### config.mk
export PLATFORM = sky130hd
export DESIGN_NAME = shf_arbiter
export DESIGN_NICKNAME = d
export VERILOG_FILES = /design/src/rtl/shf_pkg.sv /design/src/rtl/barrel_shifter.sv /design/src/rtl/rr_arb2.sv /design/src/rtl/shf_arbiter.sv
export SDC_FILE = /design/constraint.sdc
export NUM_CORES = 1
export LEC_CHECK = 0
export CORE_ASPECT_RATIO = 0.75
export CORE_UTILIZATION = 42
export CTS_CLUSTER_DIAMETER = 50
export CTS_CLUSTER_SIZE = 20
export DETAILED_ROUTE_END_ITERATION = 7
export PLACE_DENSITY = 0.82
export SYNTH_ARGS = -nofsm -noshare
export SYNTH_HDL_FRONTEND = slang
export SYNTH_SLANG_ARGS = --single-unit
### constraint.sdc
create_clock -name clk -period 1.5 [get_ports clk]
set_clock_uncertainty 0.1 [all_clocks]
set_input_delay 0.3 -clock clk [delete_from_list [all_inputs] [get_ports clk]]
set_output_delay 0.3 -clock clk [all_outputs]
set_load 0.01 [all_outputs]
### src/rtl/shf_pkg.sv
// ---------------------------------------------------------------------------
// shf_pkg
//  Shared definitions for the shifter arbiter slice: datapath widths, the
//  operation encodings presented on rN_op, the arbiter FSM state type and the
//  latched request record.
// ---------------------------------------------------------------------------
package shf_pkg;

   localparam int DW  = 8;   // operand / result width
   localparam int SHW = 3;   // shift-amount width (0..7)

   localparam logic [1:0] OP_SRA = 2'b00;   // arithmetic right (sign fill)
   localparam logic [1:0] OP_SRL = 2'b01;   // logical right (zero fill)
   localparam logic [1:0] OP_SLL = 2'b10;   // logical left; 2'b11 also shifts left

   typedef enum logic [1:0] {
      IDLE  = 2'd0,
      SHIFT = 2'd1,
      RESP  = 2'd2
   } state_t;

   // Everything captured from the winning requester at accept time.
   typedef struct packed {
      logic [DW-1:0]  din;
      logic [SHW-1:0] shamt;
      logic [1:0]     op;
      logic           owner;   // 0 = r0, 1 = r1
   } req_t;

endpackage

### src/rtl/barrel_shifter.sv
// ---------------------------------------------------------------------------
// barrel_shifter
//  Purely combinational 8-bit shifter shared by the arbiter.
//  Ports:
//   din    in  DW   operand
//   shamt  in  SHW  shift amount, 0..7 (0 passes din through)
//   a_r    in  1    1 = shift left, 0 = shift right
//   l_r    in  1    right shifts only: 1 = zero fill, 0 = sign fill
//   dout   out DW   result
// ---------------------------------------------------------------------------
module barrel_shifter
   import shf_pkg::*;
(
   input  logic [DW-1:0]  din,
   input  logic [SHW-1:0] shamt,
   input  logic           a_r,
   input  logic           l_r,
   output logic [DW-1:0]  dout
);

   logic signed [DW-1:0] din_s;
   logic signed [DW-1:0] sra_s;

   assign din_s = din;
   assign sra_s = din_s >>> shamt;

   always_comb begin
      if (a_r) begin
         dout = din << shamt;
      end else if (l_r) begin
         dout = din >> shamt;
      end else begin
         dout = sra_s;
      end
   end

endmodule

### src/rtl/rr_arb2.sv
// ---------------------------------------------------------------------------
// rr_arb2
//  Two-way round-robin grant logic (combinational). The priority pointer is
//  held by the caller so that it only moves when a grant is actually taken.
//  Ports:
//   req      in  2  request vector, bit N = requester N
//   prio     in  1  requester that wins a tie (0 = r0, 1 = r1)
//   advance  in  1  grants are only issued while the caller can accept
//   gnt      out 2  one-hot grant (all zero when nothing is granted)
// ---------------------------------------------------------------------------
module rr_arb2 (
   input  logic [1:0] req,
   input  logic       prio,
   input  logic       advance,
   output logic [1:0] gnt
);

   always_comb begin
      gnt = 2'b00;
      if (advance) begin
         case (req)
            2'b01:   gnt = 2'b01;
            2'b10:   gnt = 2'b10;
            2'b11:   gnt = prio ? 2'b10 : 2'b01;
            default: gnt = 2'b00;
         endcase
      end
   end

endmodule

### src/rtl/shf_arbiter.sv
// ---------------------------------------------------------------------------
// shf_arbiter
//  Shares one barrel_shifter between two requesters with valid/ready
//  handshakes. Round-robin arbitration, one operation in flight, operands and
//  result registered. Each requester has its own response channel; only the
//  owner of the in-flight op ever sees rspN_valid.
//  Sequence: IDLE (accept) -> SHIFT (register result) -> RESP (hold until
//  the owner takes it) -> IDLE.
//
//  Optional feature: define SHF_ARB_PERF_EN to add saturating performance
//  counters (perf_gnt0, perf_gnt1, perf_stall) of width PERF_W. Without the
//  macro those ports and their logic do not exist.
//
//  Ports:
//   clk, rst             clock; asynchronous active-high reset
//   rN_valid/rN_ready    request handshake from requester N
//   rN_din/shamt/op      operand, shift amount, operation (see shf_pkg)
//   rspN_valid/ready     response handshake to requester N
//   rspN_data            shifted result
//   perf_gnt0/1          accepted requests per requester (SHF_ARB_PERF_EN)
//   perf_stall           RESP cycles with the owner not ready (SHF_ARB_PERF_EN)
// ---------------------------------------------------------------------------
module shf_arbiter
   import shf_pkg::*;
#(
   parameter int PERF_W = 16
) (
   input  logic              clk,
   input  logic              rst,
   input  logic              r0_valid,
   output logic              r0_ready,
   input  logic [DW-1:0]     r0_din,
   input  logic [SHW-1:0]    r0_shamt,
   input  logic [1:0]        r0_op,
   input  logic              r1_valid,
   output logic              r1_ready,
   input  logic [DW-1:0]     r1_din,
   input  logic [SHW-1:0]    r1_shamt,
   input  logic [1:0]        r1_op,
   output logic              rsp0_valid,
   input  logic              rsp0_ready,
   output logic [DW-1:0]     rsp0_data,
   output logic              rsp1_valid,
   input  logic              rsp1_ready,
   output logic [DW-1:0]     rsp1_data
`ifdef SHF_ARB_PERF_EN
   ,
   output logic [PERF_W-1:0] perf_gnt0,
   output logic [PERF_W-1:0] perf_gnt1,
   output logic [PERF_W-1:0] perf_stall
`endif
);

   if (PERF_W < 1) begin : g_perf_w_chk
      $error("shf_arbiter: PERF_W must be at least 1");
   end

   state_t        state_q, state_d;
   logic          prio_q, prio_d;
   req_t          req_q, req_d;
   logic [DW-1:0] rsp_data_q, rsp_data_d;

   logic [1:0]    gnt;
   logic [DW-1:0] shf_dout;
   logic          owner_rdy;

   // Grants only while IDLE and out of reset, so ready is never seen high
   // while the shifter is busy or the block is being reset.
   rr_arb2 u_arb (
      .req     ({r1_valid, r0_valid}),
      .prio    (prio_q),
      .advance ((state_q == IDLE) && !rst),
      .gnt     (gnt)
   );

   assign r0_ready = gnt[0];
   assign r1_ready = gnt[1];

   // op[1] selects left; op[0] selects zero fill for right shifts.
   barrel_shifter u_shf (
      .din   (req_q.din),
      .shamt (req_q.shamt),
      .a_r   (req_q.op[1]),
      .l_r   (req_q.op[0]),
      .dout  (shf_dout)
   );

   assign owner_rdy = req_q.owner ? rsp1_ready : rsp0_ready;

   always_comb begin
      state_d    = state_q;
      prio_d     = prio_q;
      req_d      = req_q;
      rsp_data_d = rsp_data_q;
      case (state_q)
         IDLE: begin
            if (gnt != 2'b00) begin
               req_d.din   = gnt[1] ? r1_din   : r0_din;
               req_d.shamt = gnt[1] ? r1_shamt : r0_shamt;
               req_d.op    = gnt[1] ? r1_op    : r0_op;
               req_d.owner = gnt[1];
               // Hand priority to the requester that was not just served.
               prio_d      = gnt[0];
               state_d     = SHIFT;
            end
         end
         SHIFT: begin
            rsp_data_d = shf_dout;
            state_d    = RESP;
         end
         RESP: begin
            if (owner_rdy) begin
               state_d = IDLE;
            end
         end
         default: state_d = IDLE;
      endcase
   end

   always_ff @(posedge clk or posedge rst) begin
      if (rst) begin
         state_q    <= IDLE;
         prio_q     <= 1'b0;
         req_q      <= '0;
         rsp_data_q <= '0;
      end else begin
         state_q    <= state_d;
         prio_q     <= prio_d;
         req_q      <= req_d;
         rsp_data_q <= rsp_data_d;
      end
   end

   // Response valid is decoded from registered state, so it drops in the same
   // instant reset is asserted and the non-owner channel stays low.
   assign rsp0_valid = (state_q == RESP) && !req_q.owner;
   assign rsp1_valid = (state_q == RESP) &&  req_q.owner;
   assign rsp0_data  = rsp_data_q;
   assign rsp1_data  = rsp_data_q;

`ifdef SHF_ARB_PERF_EN
   logic [PERF_W-1:0] perf_gnt0_q, perf_gnt0_d;
   logic [PERF_W-1:0] perf_gnt1_q, perf_gnt1_d;
   logic [PERF_W-1:0] perf_stall_q, perf_stall_d;

   // Counters stick at all-ones instead of wrapping.
   function automatic logic [PERF_W-1:0] sat_inc(input logic [PERF_W-1:0] v);
      return (&v) ? v : v + 1'b1;
   endfunction

   always_comb begin
      perf_gnt0_d  = perf_gnt0_q;
      perf_gnt1_d  = perf_gnt1_q;
      perf_stall_d = perf_stall_q;
      // A grant implies the matching valid, so gnt marks a handshake.
      if (gnt[0]) perf_gnt0_d = sat_inc(perf_gnt0_q);
      if (gnt[1]) perf_gnt1_d = sat_inc(perf_gnt1_q);
      if ((state_q == RESP) && !owner_rdy) perf_stall_d = sat_inc(perf_stall_q);
   end

   always_ff @(posedge clk or posedge rst) begin
      if (rst) begin
         perf_gnt0_q  <= '0;
         perf_gnt1_q  <= '0;
         perf_stall_q <= '0;
      end else begin
         perf_gnt0_q  <= perf_gnt0_d;
         perf_gnt1_q  <= perf_gnt1_d;
         perf_stall_q <= perf_stall_d;
      end
   end

   assign perf_gnt0  = perf_gnt0_q;
   assign perf_gnt1  = perf_gnt1_q;
   assign perf_stall = perf_stall_q;
`endif

endmodule

# Word-level counts from Yosys, hierarchy flattened
# Cells that the tools add are included.
# word_totals
out_inout_bits,20
ramBits,0
inputBits,32
latch_bits,0
rom_bits,0
mem_count,0
ff_bits,25
# classes
reduce_logical,9
mux,12
add_sub_neg,0
div_mod_pow,0
bitwise_logic,0
n_eq_ne,7
magnitude_cmp,0
shift,3
n_mul,0
# op_table
op,count
8-bit two-way mux,3
2-bit case mux with 3 select lines,2
2-bit two-way mux,5
8-bit by 3-bit left shift with 8-bit output,1
8-bit by 3-bit >> shifter with 8-bit output,1
8-bit by 3-bit >>> shifter with 8-bit output,1
"2-bit equality test, second input constant",3
"2-bit by 1-bit equality test with 1-bit output, second input constant",2
2-bit AND reduction,2
1-bit logical AND,3
3-bit two-way mux,1
1-bit zero test,2
2-bit zero test,1
"2-bit by 1-bit inequality test with 1-bit output, second input constant",1
"2-bit inequality test, second input constant",1
2-bit nonzero test,1
1-bit two-way mux,1

# Logic depth before layout (Yosys ltp)
# Gate-level depths: netlist of the first run.
# logic_depth
ltp_word,6
depth_mapped,6
mapped_depth_nobuf,4

# Hierarchy
# From an unflattened synthesis of the first run, not the netlist that was laid out.
# unflattened
hier_cells,171
area_unflattened_um2,1880.6
# by_module_without_submodules
module,cells_each,area_per_inst_um2,seq_area_each_um2,n_inst
shf_arbiter,86,1273.7,625.6,1
barrel_shifter,80,585.6,0.0,1
rr_arb2,5,21.3,0.0,1

# Worst setup path before layout of the first run
# OpenSTA, ideal clock, no wires.
# synth_timing
kind,flip-flop to output port
startpoint,register state_q[1]
endpoint,output port r0_ready
arrival_time_ns,1.189
stages_incl_launch_ff,5
slack_ns,-0.089
cell_sequence,dfrtp_1 -> nor3_1 -> nand3_2 -> buf_6 -> inv_1
# synth_between
elab_chain_cells,3
# synth_lines
element,line,text
"start, declared",shf_arbiter.sv:58,"state_t state_q, state_d;"
"start signal, assigned",shf_arbiter.sv:127,state_q <= state_d;
2-bit zero test,shf_arbiter.sv:72,".advance ((state_q == IDLE) && !rst),"
1-bit logical AND,shf_arbiter.sv:72,
2-bit two-way mux,rr_arb2.sv:20,if (advance) begin
"end, declared",shf_arbiter.sv:31,"output logic r0_ready,"
# Every way passes these cells.

# Worst setup path in the final report of the first run
# layout_timing
startpoint,register state_q[0]
endpoint,output port r0_ready
# The elaborated chain is that of the path after synthesis.

==> impl_metrics.json, run 1 <==
{
  "io_pins": 52,
  "grt_pass1_vias": 1692,
  "synth_area_leaders": "dfrtp_1 (35%), mux2i_1 (15%), mux4_2 (6.3%)",
  "io_buffers": 51,
  "dieArea_um2": 4515,
  "drv_slew": 0,
  "htreeDepth": 1,
  "initial_utilization_pct": 44.01,
  "slew_headroom_pct": 76.84,
  "worstHoldPathType": "primary input to asynchronous set/reset pin",
  "netlist_area_um2": 1784,
  "hold_viol": 0,
  "place_hpwl_um": 3412,
  "grt_max_degree": 30,
  "gp_congestion": 0.8698,
  "rows": 20,
  "clk_pin_slew_ns": 0.09,
  "insertion_delay_ns": 0.27,
  "antenna_cells": 0,
  "grt_usage_pct": 22.61,
  "cp.depth": 5,
  "critical_path.top_delay_family": "flip-flops",
  "fmax_mhz": 588.2,
  "rr_startpoint": "req_q[3]",
  "tightest_slew_ns": 0.3443,
  "cts-root-buf": "clkbuf_8",
  "cts_inserted_buffers": 3,
  "slowest_delay_ns": 0.42,
  "ant_nets": 0,
  "nFillCells": 353,
  "grt_overflow_total": 0,
  "die_y_um": 58.45,
  "vias": 1709,
  "yosys_register_bits": 25,
  "path_buf_inv": 3,
  "route.detailed.drc": 0,
  "cts_tree": "done",
  "crit_fanout": 2,
  "worstPathArrival_ns": 1.30,
  "grt_pass1_wl_um": 8004,
  "r2r_setup_slack_ns": -0.12,
  "final_layout_size_suffix_gt1_share_pct": 29.41,
  "routed_wl_um": 4814,
  "synthesis.nets": 231,
  "crit_end": "r0_ready",
  "ys_warn_count": 0,
  "wire_per_inst_um": 14.72,
  "powerDensity_nw_per_um2": 2135,
  "setup_viol": 24,
  "status": "finished with violations",
  "worstRegToRegCells": 5,
  "vias_per_cell": 5.226,
  "synth_area_leader_cell": "dfrtp_1",
  "postSynthAreaPerCell_um2": 8.966,
  "violations": "setup timing",
  "setup_tns_ns": -1.911,
  "synth_cell_type_count": 34,
  "cp-end-kind": "output port",
  "drv_cap": 0,
  "power.leakage_nw": 1.277,
  "synth_top_cell_area_share_pct": 35.06,
  "crit_type": "flop to output port",
  "synth_cells": 199,
  "cp_slowest_cell": "dfrtp_1",
  "firstDrtPassIters": 4,
  "clock_path_buffers": 2,
  "fin_crit_ns": 1.700,
  "finalNetCount": 305,
  "ys_seq_area_share_pct": 35.06,
  "crit_start": "state_q[0]",
  "post-route-period-util_pct": 113.3,
  "drtIter0Drc": 71,
  "area.growth.synth_to_final_pct": 53.58,
  "ys.flop_type": "dfrtp_1",
  "fin_ws_ns": -0.2002,
  "core_area_um2": 4054,
  "start_kind": "flop",
  "postCtsHoldBufs": 0,
  "synth-edff-count": 0,
  "rsz0062_at_grt": "yes",
  "clock_sinks": 25,
  "cp.required_ns": 1.10,
  "synthArstFlopShare_pct": 100.0,
  "holdWs_ns": 0.1431,
  "p_total_mw": 5.849,
  "vdd_ir_drop_max_v": 0.001174,
  "fp.dieW_um": 77.26,
  "r2r-end": "rsp0_data[1]",
  "crit_chain": "nor3_4 -> buf_4 -> nand3_4 -> inv_2 -> buf_6",
  "antenna_found_initial": 0
}
==> cells in the final DEF, fill, tap and decap left out, types with 3 or more instances in the layout <==
master / count
nor2b_1: 3
o21ai_1: 3
clkbuf_8: 3
nor2_1: 23
inv_1: 3
buf_6: 13
clkdlybuf4s50_1: 30
o21ai_0: 6
nand2_1: 12
a31oi_1: 4
dfrtp_1: 23
nand2b_1: 5
nand3b_1: 3
buf_4: 29
dlygate4sd2_1: 17
mux2i_1: 23
a21oi_1: 20
mux4_2: 5
==> synthesized netlist by cell type, types with 3 or more instances <==
library cell   n
a21oi_1       21
a22oi_1        3
a31oi_1        5
buf_4         10
buf_6          3
clkbuf_1       9
dfrtp_1       25
inv_1          5
mux2i_1       27
mux4_2         5
nand2_1       12
nand2b_1       8
nand3_1        3
nand3b_1       3
nor2_1        25
nor2b_1        5
o21ai_0        8
==> routing by layer <==
| metal | part of all wire (%) | global-route usage [%] |
|---|---|---|
| met5 | 0 | 0 |
| met4 | 0.66 | 3.504 |
| met3 | 2.9 | 3.411 |
| met2 | 50 | 40.46 |
| met1 | 46 | 29.95 |
==> kinds of logic (layout without fill, tap and decap cells) <==
group	after synthesis	in the layout	share of synthesized area, %
AOI/OAI and AO/OA	48	48	15.78
buffers and inverters	29	102	9.607
DFF	25	25	35.06
muxes	33	33	22.09
and+or+nand+nor	64	64	17.46
==> worst min-delay path by stage <==
stage | from | endpoint | slack (ns)
3_5_place_dp | prio_q | prio_q | 0.39
4_1_cts | rst | rsp0_data[2] | 0.14
5_1_grt | rst | rsp0_data[2] | 0.16
6_report | rst | rsp0_data[2] | 0.14
3_3_place_gp | prio_q | prio_q | 0.39
2_1_floorplan | rst | prio_q | 0.23
==> power breakdown <==
part / internal, mW / switching [mW] / total (mW)
combinational: 2.20 / 1.86 / 4.06
clock: 0.186 / 0.221 / 0.407
sequential: 1.00 / 0.380 / 1.38
total: 3.39 / 2.46 / 5.85
==> stage by stage <==
step,area [um2],util (%),std cells,setup slack (ns)
global route,2740,67.59,327,-0.2662
detailed placement,2489,61.39,314,-0.6531
global placement,2489,61.39,314,-0.5928
floorplan,1790,-,199,-0.04116
CTS,2674,65.96,328,-0.2152
finish,2740,67.59,327,-0.2002
==> flip-flops by register name, summed over array words and instances, names as in the netlist <==
register / cells
req_q: 14
rsp0_data: 8
state_q: 2
prio_q: 1
==> worst reg2reg max path: stages, from the launching register on <==
cell and delay, ns:
dfrtp_2 0.43, buf_6 0.12, mux4_2 0.49, nor2b_4 0.15
a31oi_2 0.14, o31ai_1 0.09
==> final cells by class <==
cell class	instances	area (um2)	area share, %
clock inverters	1	5.005	0.1826
repair buffers	93	863.3	31.51
inverters	5	18.77	0.6849
multi-input cells	145	1115	40.68
well taps	55	68.82	2.511
flip-flops and latches	25	628.1	22.92
clock buffers	3	41.29	1.507
==> timing repair <==
item | CTS | global route
endpoints found under the setup margin | 41 | 26
gates resized for setup | 60 | 20
pin swaps | 9 | 15
buffers inserted | 10 | 1
Power figures use the tool's default switching activity.
==> inputs of run 2 (changes only) <==
--- a/config.mk
+++ b/config.mk
@@ -14,3 +14,4 @@
 export SYNTH_ARGS = -nofsm -noshare
 export SYNTH_HDL_FRONTEND = slang
 export SYNTH_SLANG_ARGS = --single-unit
+export TNS_END_PERCENT = 1
==> impl_metrics.json, run 2 (synthesis gave the netlist of run 1 again) <==
{
  "status": "finished with violations",
  "violations": "setup timing",
  "route.detailed.drc": 0,
  "fin_crit_ns": 1.713,
  "fp.dieW_um": 77.26,
  "cts-root-buf": "clkbuf_8",
  "clock_sinks": 25,
  "vdd_ir_drop_max_v": 0.001123,
  "rows": 20,
  "start_kind": "flop",
  "vias_per_cell": 5.270,
  "grt_pass1_wl_um": 7728,
  "die_y_um": 58.45,
  "setup_tns_ns": -0.9798,
  "firstDrtPassIters": 4,
  "dieArea_um2": 4515,
  "ant_nets": 0,
  "grt_usage_pct": 21.90,
  "worstPathArrival_ns": 1.31,
  "setup_viol": 19,
  "place_hpwl_um": 3412,
  "core_area_um2": 4054,
  "fin_util_pct": 63.30,
  "final_layout_size_suffix_gt1_share_pct": 22.73,
  "power.leakage_nw": 1.216,
  "rsz0062_at_grt": "yes",
  "area.growth.synth_to_final_pct": 43.83,
  "insertion_delay_ns": 0.27,
  "grt_max_degree": 30,
  "htreeDepth": 1,
  "cts_inserted_buffers": 3,
  "post-route-period-util_pct": 114.2,
  "cp.required_ns": 1.10,
  "crit_type": "flop to output port",
  "io_buffers": 51,
  "placed_area_um2": 2489,
  "grt_pass1_vias": 1620,
  "clock_path_buffers": 2,
  "grt_overflow_total": 0,
  "cp-end-kind": "output port",
  "crit_start": "state_q[0]",
  "layout_common_cells": "clkdlybuf4s50_1 (30), buf_4 (29), mux2i_1 (26)",
  "io_pins": 52,
  "hold_viol": 0,
  "crit_fanout": 2,
  "largest_register_ffs": 14,
  "wire_per_inst_um": 14.09,
  "fmax_mhz": 583.7,
  "clk_pin_slew_ns": 0.09,
  "worstHoldPathType": "primary input to asynchronous set/reset pin",
  "cts_tree": "done",
  "drtIter0Drc": 45,
  "antenna_found_initial": 0,
  "layout_commonest_cell": "clkdlybuf4s50_1",
  "initial_utilization_pct": 44.01,
  "vias": 1681,
  "tightest_slew_ns": 0.3293,
  "top_register": "req_q",
  "drv_slew": 0,
  "rr_startpoint": "req_q[3]",
  "antenna_cells": 0,
  "slew_headroom_pct": 77.84,
  "finalNetCount": 297,
  "powerDensity_nw_per_um2": 2053,
  "gp_congestion": 0.8698,
  "fin_ws_ns": -0.2132,
  "final_cell_area_um2": 2566,
  "routed_wl_um": 4494,
  "drv_cap": 0
}
run 2: per-stage QoR:
stage	worst slack (ns)	cells	hold slack [ns]	power, mW
after floorplan	-0.04116	199	0.2273	3.479
after global placement	-0.5928	314	0.3855	4.733
after detailed placement	-0.6531	314	0.3865	4.817
after CTS	-0.2349	319	0.1431	5.173
after global routing	-0.2889	319	0.1640	5.693
final	-0.2132	319	0.1416	5.268
run 2: critical path: stages, from the launching register on:
cell and delay, ns:
dfrtp_1 0.43, nor3_4 0.26, buf_6 0.14, nand3_4 0.07
inv_2 0.06, buf_6 0.09
run 2: final timing paths:
path | end | slack (ns) | depth (start not counted)
min | req_q[5] | 0.14 | 3
min reg2reg | rsp0_data[4] | 0.40 | 2
max in group asynchronous | req_q[3] | 1.00 | 3
min in group clk | rsp0_data[4] | 0.40 | 2
max | r1_ready | -0.21 | 5
max reg2reg | rsp0_data[0] | -0.14 | 4
run 2: metal layers:
layer	track usage, %	vias up	share of wire, %
met5	0	-	0
met4	3.235	0	0.45
met3	3.256	4	4.5
met2	39.32	50	49
met1	29.00	796	46
li1	-	831	-
run 2: power by group:
group,switching [mW],total [mW],leakage [nW],internal [mW]
Clock,0.223,0.410,0.0255,0.186
Combinational,1.64,3.48,0.900,1.85
Sequential,0.372,1.38,0.291,1.00
run 2: what timing repair did:
item	CTS	global route
gates resized for setup	41	11
hold buffers	0	0
endpoints found under the setup margin	41	26
pin swaps	3	2
buffers inserted	1	0
run 2: layout make-up:
type	instances	area, um2
inverter	5	18.77
multi-input combinational	145	1037
timing repair buffer	85	767.0
sequential	25	628.1
fill	373	1488
clock inverter	1	5.005
clock buffer	3	41.29
tap	55	68.82
